File: config.mk
export PLATFORM = sky130hd
export DESIGN_NAME = axi_xbar_cfg_ctrl
export DESIGN_NICKNAME = d
export VERILOG_FILES = /design/src/rtl/axi_xbar_cfg_ctrl.sv
export SDC_FILE = /design/constraint.sdc
export NUM_CORES = 2
export LEC_CHECK = 0
export ABC_AREA = 1
export BUFFER_PORTS_ARGS = -buffer_cell sky130_fd_sc_hd__buf_2
export CAP_MARGIN = 20
export CORE_AREA = 5 5 343 345
export CTS_CLUSTER_DIAMETER = 50
export DETAILED_ROUTE_END_ITERATION = 16
export DIE_AREA = 0 0 348 350
export PLACE_DENSITY = 0.55
export SLEW_MARGIN = 20
export SYNTH_ARGS = -nofsm -noshare
export SYNTH_HDL_FRONTEND = slang
export SYNTH_SLANG_ARGS = --single-unit
File: constraint.sdc
create_clock -name clk_i -period 4.1 [get_ports clk_i]
set_clock_uncertainty 0.05 [all_clocks]
set_input_delay 0.205 -clock clk_i [delete_from_list [all_inputs] [get_ports clk_i]]
set_output_delay 0.205 -clock clk_i [all_outputs]
set_load 0.02 [all_outputs]
File: src/rtl/axi_xbar_cfg_ctrl.sv
// Crossbar reconfiguration controller: quiesces the slave ports, waits for
// outstanding transactions to drain, then swaps in a new rule or default port.
module axi_xbar_cfg_ctrl #(
    parameter int unsigned NoSlvPorts   = 4,
    parameter int unsigned NoMstPorts   = 4,
    parameter int unsigned NoAddrRules  = 4,
    parameter int unsigned RuleWidth    = 160,
    parameter int unsigned MaxTrans     = 8,
    parameter int unsigned DrainTimeout = 1024,
    localparam int unsigned IdxW  = (NoMstPorts > 1) ? $clog2(NoMstPorts) : 1,
    localparam int unsigned RIdxW = (NoAddrRules > 1) ? $clog2(NoAddrRules) : 1,
    localparam int unsigned CntW  = $clog2(MaxTrans + 1)
) (
    input  logic                              clk_i,
    input  logic                              rst_i,
    input  logic                              cfg_valid_i,
    output logic                              cfg_ready_o,
    input  logic                              cfg_op_i,
    input  logic [RIdxW-1:0]                  cfg_rule_idx_i,
    input  logic [RuleWidth-1:0]              cfg_rule_i,
    input  logic [NoSlvPorts-1:0]             cfg_dflt_en_i,
    input  logic [NoSlvPorts*IdxW-1:0]        cfg_dflt_port_i,
    output logic                              cfg_err_o,
    input  logic [NoSlvPorts-1:0]             slv_aw_valid_i,
    input  logic [NoSlvPorts-1:0]             slv_aw_ready_i,
    input  logic [NoSlvPorts-1:0]             slv_ar_valid_i,
    input  logic [NoSlvPorts-1:0]             slv_ar_ready_i,
    input  logic [NoSlvPorts-1:0]             slv_b_valid_i,
    input  logic [NoSlvPorts-1:0]             slv_b_ready_i,
    input  logic [NoSlvPorts-1:0]             slv_r_valid_i,
    input  logic [NoSlvPorts-1:0]             slv_r_ready_i,
    input  logic [NoSlvPorts-1:0]             slv_r_last_i,
    output logic [NoSlvPorts-1:0]             slv_aw_block_o,
    output logic [NoSlvPorts-1:0]             slv_ar_block_o,
    output logic [NoAddrRules*RuleWidth-1:0]  addr_map_o,
    output logic [NoSlvPorts-1:0]             en_default_mst_port_o,
    output logic [NoSlvPorts*IdxW-1:0]        default_mst_port_o,
    output logic                              busy_o
);

    localparam int unsigned TmoW = (DrainTimeout > 1) ? $clog2(DrainTimeout) : 1;

    typedef enum logic [1:0] {
        IDLE  = 2'd0,
        BLOCK = 2'd1,
        DRAIN = 2'd2,
        APPLY = 2'd3
    } state_e;

    state_e                      state_q, state_d;
    logic                        req_op_q, req_op_d;
    logic [RIdxW-1:0]            req_idx_q, req_idx_d;
    logic [RuleWidth-1:0]        req_rule_q, req_rule_d;
    logic [NoSlvPorts-1:0]       req_en_q, req_en_d;
    logic [NoSlvPorts*IdxW-1:0]  req_port_q, req_port_d;
    logic                        err_q, err_d;
    logic [TmoW-1:0]             tmo_q, tmo_d;
    logic                        cfg_ready_q, cfg_ready_d;
    logic                        cfg_err_q, cfg_err_d;
    logic                        busy_q, busy_d;
    logic [NoSlvPorts-1:0]       aw_block_q, aw_block_d;
    logic [NoSlvPorts-1:0]       ar_block_q, ar_block_d;
    logic [CntW-1:0]             wcnt_q [NoSlvPorts];
    logic [CntW-1:0]             wcnt_d [NoSlvPorts];
    logic [CntW-1:0]             rcnt_q [NoSlvPorts];
    logic [CntW-1:0]             rcnt_d [NoSlvPorts];
    logic [RuleWidth-1:0]        map_q [NoAddrRules];
    logic [RuleWidth-1:0]        map_d [NoAddrRules];
    logic [NoSlvPorts-1:0]       dflt_en_q, dflt_en_d;
    logic [NoSlvPorts*IdxW-1:0]  dflt_port_q, dflt_port_d;

    logic [NoSlvPorts-1:0] aw_hs, ar_hs, b_hs, rl_hs, aw_pend, ar_pend;
    logic                  all_idle, tmo_hit;

    assign aw_hs   = slv_aw_valid_i & slv_aw_ready_i;
    assign ar_hs   = slv_ar_valid_i & slv_ar_ready_i;
    assign b_hs    = slv_b_valid_i & slv_b_ready_i;
    assign rl_hs   = slv_r_valid_i & slv_r_ready_i & slv_r_last_i;
    assign aw_pend = slv_aw_valid_i & ~slv_aw_ready_i;
    assign ar_pend = slv_ar_valid_i & ~slv_ar_ready_i;
    assign tmo_hit = (tmo_q == TmoW'(DrainTimeout - 1));

    // Saturating outstanding-transaction counters per port and direction
    always_comb begin
        all_idle = 1'b1;
        for (int unsigned i = 0; i < NoSlvPorts; i++) begin
            wcnt_d[i] = wcnt_q[i];
            rcnt_d[i] = rcnt_q[i];
            if (aw_hs[i] && !b_hs[i] && wcnt_q[i] != CntW'(MaxTrans)) begin
                wcnt_d[i] = wcnt_q[i] + CntW'(1);
            end else if (!aw_hs[i] && b_hs[i] && wcnt_q[i] != '0) begin
                wcnt_d[i] = wcnt_q[i] - CntW'(1);
            end
            if (ar_hs[i] && !rl_hs[i] && rcnt_q[i] != CntW'(MaxTrans)) begin
                rcnt_d[i] = rcnt_q[i] + CntW'(1);
            end else if (!ar_hs[i] && rl_hs[i] && rcnt_q[i] != '0) begin
                rcnt_d[i] = rcnt_q[i] - CntW'(1);
            end
            if (wcnt_q[i] != '0 || rcnt_q[i] != '0) begin
                all_idle = 1'b0;
            end
        end
    end

    always_comb begin
        state_d     = state_q;
        req_op_d    = req_op_q;
        req_idx_d   = req_idx_q;
        req_rule_d  = req_rule_q;
        req_en_d    = req_en_q;
        req_port_d  = req_port_q;
        err_d       = err_q;
        tmo_d       = tmo_q;
        aw_block_d  = aw_block_q;
        ar_block_d  = ar_block_q;
        map_d       = map_q;
        dflt_en_d   = dflt_en_q;
        dflt_port_d = dflt_port_q;
        unique case (state_q)
            IDLE: begin
                if (cfg_valid_i) begin
                    req_op_d   = cfg_op_i;
                    req_idx_d  = cfg_rule_idx_i;
                    req_rule_d = cfg_rule_i;
                    req_en_d   = cfg_dflt_en_i;
                    req_port_d = cfg_dflt_port_i;
                    err_d      = 1'b0;
                    tmo_d      = '0;
                    state_d    = BLOCK;
                end
            end
            BLOCK: begin
                // A channel with a beat in flight is left open until it completes
                aw_block_d = aw_block_q | ~aw_pend;
                ar_block_d = ar_block_q | ~ar_pend;
                if (tmo_hit) begin
                    err_d   = 1'b1;
                    state_d = APPLY;
                end else begin
                    tmo_d = tmo_q + TmoW'(1);
                    if ((&aw_block_q) && (&ar_block_q)) begin
                        state_d = DRAIN;
                    end
                end
            end
            DRAIN: begin
                if (all_idle) begin
                    state_d = APPLY;
                end else if (tmo_hit) begin
                    err_d   = 1'b1;
                    state_d = APPLY;
                end else begin
                    tmo_d = tmo_q + TmoW'(1);
                end
            end
            APPLY: begin
                if (!err_q) begin
                    if (req_op_q) begin
                        dflt_en_d   = req_en_q;
                        dflt_port_d = req_port_q;
                    end else begin
                        for (int unsigned r = 0; r < NoAddrRules; r++) begin
                            if (req_idx_q == RIdxW'(r)) begin
                                map_d[r] = req_rule_q;
                            end
                        end
                    end
                end
                aw_block_d = '0;
                ar_block_d = '0;
                state_d    = IDLE;
            end
            default: state_d = IDLE;
        endcase
        cfg_ready_d = (state_d == APPLY);
        cfg_err_d   = (state_d == APPLY) && err_d;
        busy_d      = (state_d != IDLE);
    end

    always_ff @(posedge clk_i) begin
        if (rst_i) begin
            state_q     <= IDLE;
            req_op_q    <= 1'b0;
            req_idx_q   <= '0;
            req_rule_q  <= '0;
            req_en_q    <= '0;
            req_port_q  <= '0;
            err_q       <= 1'b0;
            tmo_q       <= '0;
            cfg_ready_q <= 1'b0;
            cfg_err_q   <= 1'b0;
            busy_q      <= 1'b0;
            aw_block_q  <= '0;
            ar_block_q  <= '0;
            wcnt_q      <= '{default: '0};
            rcnt_q      <= '{default: '0};
            map_q       <= '{default: '0};
            dflt_en_q   <= '0;
            dflt_port_q <= '0;
        end else begin
            state_q     <= state_d;
            req_op_q    <= req_op_d;
            req_idx_q   <= req_idx_d;
            req_rule_q  <= req_rule_d;
            req_en_q    <= req_en_d;
            req_port_q  <= req_port_d;
            err_q       <= err_d;
            tmo_q       <= tmo_d;
            cfg_ready_q <= cfg_ready_d;
            cfg_err_q   <= cfg_err_d;
            busy_q      <= busy_d;
            aw_block_q  <= aw_block_d;
            ar_block_q  <= ar_block_d;
            wcnt_q      <= wcnt_d;
            rcnt_q      <= rcnt_d;
            map_q       <= map_d;
            dflt_en_q   <= dflt_en_d;
            dflt_port_q <= dflt_port_d;
        end
    end

    for (genvar r = 0; r < NoAddrRules; r++) begin : g_map
        assign addr_map_o[r*RuleWidth +: RuleWidth] = map_q[r];
    end

    assign cfg_ready_o           = cfg_ready_q;
    assign cfg_err_o             = cfg_err_q;
    assign busy_o                = busy_q;
    assign slv_aw_block_o        = aw_block_q;
    assign slv_ar_block_o        = ar_block_q;
    assign en_default_mst_port_o = dflt_en_q;
    assign default_mst_port_o    = dflt_port_q;

`ifndef SYNTHESIS
    // Counter over/underflow means the crossbar broke its own handshake contract
    always_ff @(posedge clk_i) begin
        if (!rst_i) begin
            for (int unsigned i = 0; i < NoSlvPorts; i++) begin
                assert (!(aw_hs[i] && !b_hs[i] && wcnt_q[i] == CntW'(MaxTrans)))
                    else $error("write counter overflow on port %0d", i);
                assert (!(!aw_hs[i] && b_hs[i] && wcnt_q[i] == '0))
                    else $error("write counter underflow on port %0d", i);
                assert (!(ar_hs[i] && !rl_hs[i] && rcnt_q[i] == CntW'(MaxTrans)))
                    else $error("read counter overflow on port %0d", i);
                assert (!(!ar_hs[i] && rl_hs[i] && rcnt_q[i] == '0))
                    else $error("read counter underflow on port %0d", i);
            end
        end
    end
`endif

endmodule

# == Yosys cells after proc, flatten, opt, wreduce, memory -nomap -nowiden ==
# Cells that the tools add are included.
# totals
register_bits,883
inputBits,214
out_inout_bits,663
wordCells,197
# op_classes
addsub,17
n_eq_ne,18
mux,36
n_bitwise,15
reduce_logical,84
# ops
cell,count
4-bit two-way mux,16
1-bit logical AND,34
4-bit by 1-bit adder with 4-bit output (second input constant),8
4-bit inequality test (second input constant),8
4-bit nonzero test,8
4-bit by 1-bit subtractor with 4-bit output (second input constant),8
10-bit two-way mux,3
10-bit one-hot mux with 3 select lines,1
4-bit bitwise AND,7
4-bit AND reduction,6
2-bit nonzero test,10
1-bit zero test,16
4-bit NOT,4
4-bit one-hot mux with 2 select lines,2
10-bit by 1-bit adder with 10-bit output (second input constant),1
10-bit == test (second input constant),1
2-bit == test (second input constant),5
2-bit two-way mux,5
4-bit bitwise OR,2
2-bit one-hot mux with 4 select lines,1
1-bit two-way mux,7
3-bit AND reduction,2
2-bit by 1-bit == test with 1-bit output (second input constant),2
2-bit zero test,2
6 further kinds,11

# == Depth between registers and ports, before layout ==
# logic_depth
word_depth,10
ltp_mapped,14
mapped_depth_nobuf,14

# == Worst setup path after synthesis ==
# Ideal clock, no wire load.
# synth_path
kind,register -> register
from,reg rcnt_q[12] (netlist bit)
to,reg rcnt_q[15] (netlist bit)
setup_time_ns,0.116
t_arrival_ns,1.822
slack_ns,2.112
path_stages_with_launch,13
n_path_buf,0
path_cell_list,dfxtp_1 nor2_1 a31oi_1 inv_1 ha_1 nand2_1 nand2_1 a31oi_1 inv_1 o21ai_0 nand2_1 o21ai_0 nor2_1
# synth_via
elab_chain_len,3
elab_cells_between_ends,9
# synth_lines
element,line_no,source
from (decl),65,logic [CntW-1:0] rcnt_q [NoSlvPorts];
from (signal assigned),215,rcnt_q <= rcnt_d;
"4-bit by 1-bit subtractor with 4-bit output, or another cell as far along",97,rcnt_d[i] = rcnt_q[i] - CntW'(1);
"4-bit two-way mux, or another cell as far along",96,end else if (!ar_hs[i] && rl_hs[i] && rcnt_q[i] != '0) begin
4-bit two-way mux / 2-bit nonzero test (equally long branches),-,
# Parallel ways exist; a longest one is shown, timed or not. The select of a mux whose other input is x is not followed.
# A chain may end at the register's enable or synchronous reset.

# == Worst setup path in the final report ==
# layout_path
from,reg state_q[0]
to,"reg map_q, in the netlist addr_map_o[287]"
# layout_via
elab_chain_len,2
# layout_lines
element,line_no,source
from (decl),50,"state_e state_q, state_d;"
from (signal assigned),201,state_q <= state_d;
2-bit == test,119,unique case (state_q)
4-bit AND reduction (no line),-,
to (signal assigned),216,map_q <= map_d;
to (decl),67,logic [RuleWidth-1:0] map_q [NoAddrRules];
# Every way passes these cells.

==> impl_metrics.json <==
{
  "ys_async_sr_fraction_pct": 0,
  "crit_top_cell": "nor2_1",
  "synth.avg_cell_area_um2": 7.739,
  "antenna_found_initial": 5,
  "netlist_top_cells_count": "nor2_1 (1,406), dfxtp_1 (883), o21ai_0 (871)",
  "met2_length_um": 56560,
  "rows": 124,
  "syn_nets": 4347,
  "arrival_ps": 3460,
  "rsz0062_at_grt": "false",
  "yosysWarnings": 0,
  "synth_top_area_share_pct": 55.66,
  "areaGrowthSynthToFinish_pct": 35.63,
  "portBuffers": 876,
  "place_ws_ps": 1204,
  "cts_setup_buffers": 0,
  "cp_top_family": "buffers and inverters",
  "grt.overflow.total": 0,
  "setup_violations": 0,
  "netlist_instances": 4104,
  "synth_top_area_cell": "dfxtp_1",
  "endpoint_kind": "flop",
  "io_pins": 877,
  "r2r-start": "state_q[0]",
  "dp.cells": 6252,
  "stdcell_area_um2": 43080,
  "h-tree-depth": 3,
  "crit_cells": 8,
  "ys_ff_latch": 883,
  "fmax_mhz": 343.9,
  "die_w_um": 348,
  "path_buf_inv": 3,
  "via_per_inst": 4.621,
  "grt_max_degree": 177,
  "hold_viol": 0,
  "setup_tns_ps": 0,
  "hold_class": "in2reg",
  "cts_tree": "built",
  "yosysMostFrequentCell": "nor2_1",
  "p_total_mw": 19.97,
  "core_um2": 113900,
  "startpoint": "state_q[0]",
  "die-area_um2": 121800,
  "wl_met3_um": 9450,
  "die_y_um": 350,
  "min_period_over_period_pct": 70.93,
  "outcome": "finished, final reports clean",
  "p_leak_nw": 20.25,
  "path_cells": "ha_1 > inv_1 > nor2_1 > nand3_4 > inv_6 > buf_4 > nor2_1 > nor2_1",
  "syn_area_um2": 31760,
  "ir_drop_uv": 411.1,
  "ys_top_cells_by_area": "dfxtp_1 (56%), nor2_1 (17%), o21ai_0 (14%)",
  "remaining_drc_errors": 0,
  "synth.distinct_cells": 28,
  "start_util_pct": 27.89,
  "reg2reg_slack_ps": 1190,
  "clk_pin_slew_ps": 60,
  "power.density_nw_per_um2": 463.5,
  "cts_num_sinks": 883,
  "drt-met1-wl_um": 54200,
  "setup_ws_ps": 1192,
  "start_kind": "flop",
  "wl_um": 125200,
  "route.detailed.wl_per_inst_um": 18.81,
  "grt.total_usage_pct": 19.45,
  "drive_above_1_share_pct": 21.28,
  "post-dp-hpwl_um": 84270,
  "hold_slack_ps": 71.24,
  "postPlaceCellArea_um2": 37400,
  "grt_pass1_wl_um": 184900,
  "post-route-util_pct": 37.83,
  "relSlewSlack_pct": 26.39,
  "endpoint": "addr_map_o[287]",
  "grt_pass1_vias": 29011,
  "drtIter0Drc": 2125,
  "cts_buffers": 103,
  "gp_congestion": 0.8598,
  "clk_latency_ps": 670,
  "worst_pin_slew_ps": 1104,
  "ys.flop_type": "dfxtp_1",
  "worstSetupPathType": "reg2reg",
  "layoutNonFillerInstCount": 6654,
  "cap_violations": 0,
  "fin_crit_ps": 2908,
  "fillCellCount": 11927,
  "ant_nets": 0,
  "path_max_fanout": 36,
  "cp.required_ps": 4650,
  "yosysSeqAreaShare_pct": 55.66,
  "final_nets": 5297,
  "cts-root-buf": "clkbuf_16",
  "max_stage_delay_ps": 510,
  "maxSlewViolCount": 0,
  "dr_total_vias": 30746,
  "topRoutingLayerUsed": "met5",
  "firstDrtPassIters": 5,
  "synth_edf_count": 0,
  "worstRegToRegCells": 8,
  "cts_buffer_depth": 3,
  "reg2reg_to": "addr_map_o[287]",
  "critical_path.slowest_cell": "inv_6"
}
[cell type report]
type	instances	area, µm²	area share, %
Tap cell	1512	1892	4.392
Antenna cell	2	5.005	0.01162
Clock inverter	52	713.2	1.656
Sequential cell	883	17680	41.04
Clock buffer	139	2863	6.646
Multi-Input combinational cell	2712	12090	28.06
Timing Repair Buffer	1121	6934	16.10
Inverter	233	904.6	2.100
[metal layers]
metal / vias up / global-route usage, %
met1: 14344 / 25.04
li1: 15121 / -
met3: 218 / 4.961
met5: - / 0
met2: 1061 / 31.13
met4: 2 / 8.136
[tightest hold or removal path: stages]
cell and delay (ps):
buf_2 100, nand3_1 150, nor2_1 60, nand2_1 90, a21oi_1 70, nor2_1 80
[power by group]
group / switching (mW) / leakage [nW] / internal, mW
Combinational: 0.704 / 11.3 / 0.519
Clock: 3.91 / 1.76 / 5.67
Sequential: 0.364 / 7.16 / 8.80
Total: 4.98 / 20.2 / 15.0
[kinds of logic (layout without fill, tap and decap cells)]
logic type	count (synthesis)	count (layout)	share of synthesized area, %
xor gates and xnor gates	10	10	0.2758
AOI/OAI and AO/OA	1097	1097	17.35
DFF	883	883	55.66
and+or+nand+nor	1576	1576	19.00
buffers and inverters	509	1545	6.382
adders and majority gates	29	29	1.332
other	0	2	0
[worst min-delay path by stage]
stage / start / endpoint / slack (ps) / depth (start not counted)
after floorplan: rst_i / rcnt_q[10] / 230 / 1
after global placement: addr_map_o[30] / addr_map_o[30] / 380 / 2
after detailed placement: addr_map_o[28] / addr_map_o[28] / 380 / 2
after CTS: slv_r_ready_i[2] / rcnt_q[5] / 0.4 / 6
after global routing: slv_r_ready_i[2] / rcnt_q[5] / 80 / 6
final: slv_r_last_i[0] / rcnt_q[13] / 70 / 6
[state kept, by name, summed over array words and instances, names as in the netlist, 2 cells and up]
name                   flops
req_rule_q               160
default_mst_port_o         8
req_port_q                 8
req_en_q                   4
rcnt_q                    16
slv_ar_block_o             4
en_default_mst_port_o      4
slv_aw_block_o             4
req_idx_q                  2
addr_map_o               640
state_q                    2
tmo_q                     10
wcnt_q                    16
[layout by cell type, fill, tap and decap left out, types with 17 or more instances in the layout]
cell type      synthesis  final
clkinv_2               0     17
dfxtp_1              883    883
clkbuf_1             198     21
a21oi_1              215    215
ha_1                  21     21
buf_4                 12     21
nand2_1              115    114
nand4_1               17     17
o21ai_0              871    871
buf_2                 57    876
clkbuf_16              0    103
dlygate4sd3_1          0    209
nand3_1               29     27
inv_1                230    228
nor2_1              1406   1406
[timing repair]
item	4_1_cts	5_1_grt
gates resized for setup	0	0
hold buffers	209	0
endpoints found under the hold margin	221	0
Note: power is estimated with default switching activity, not from simulation.
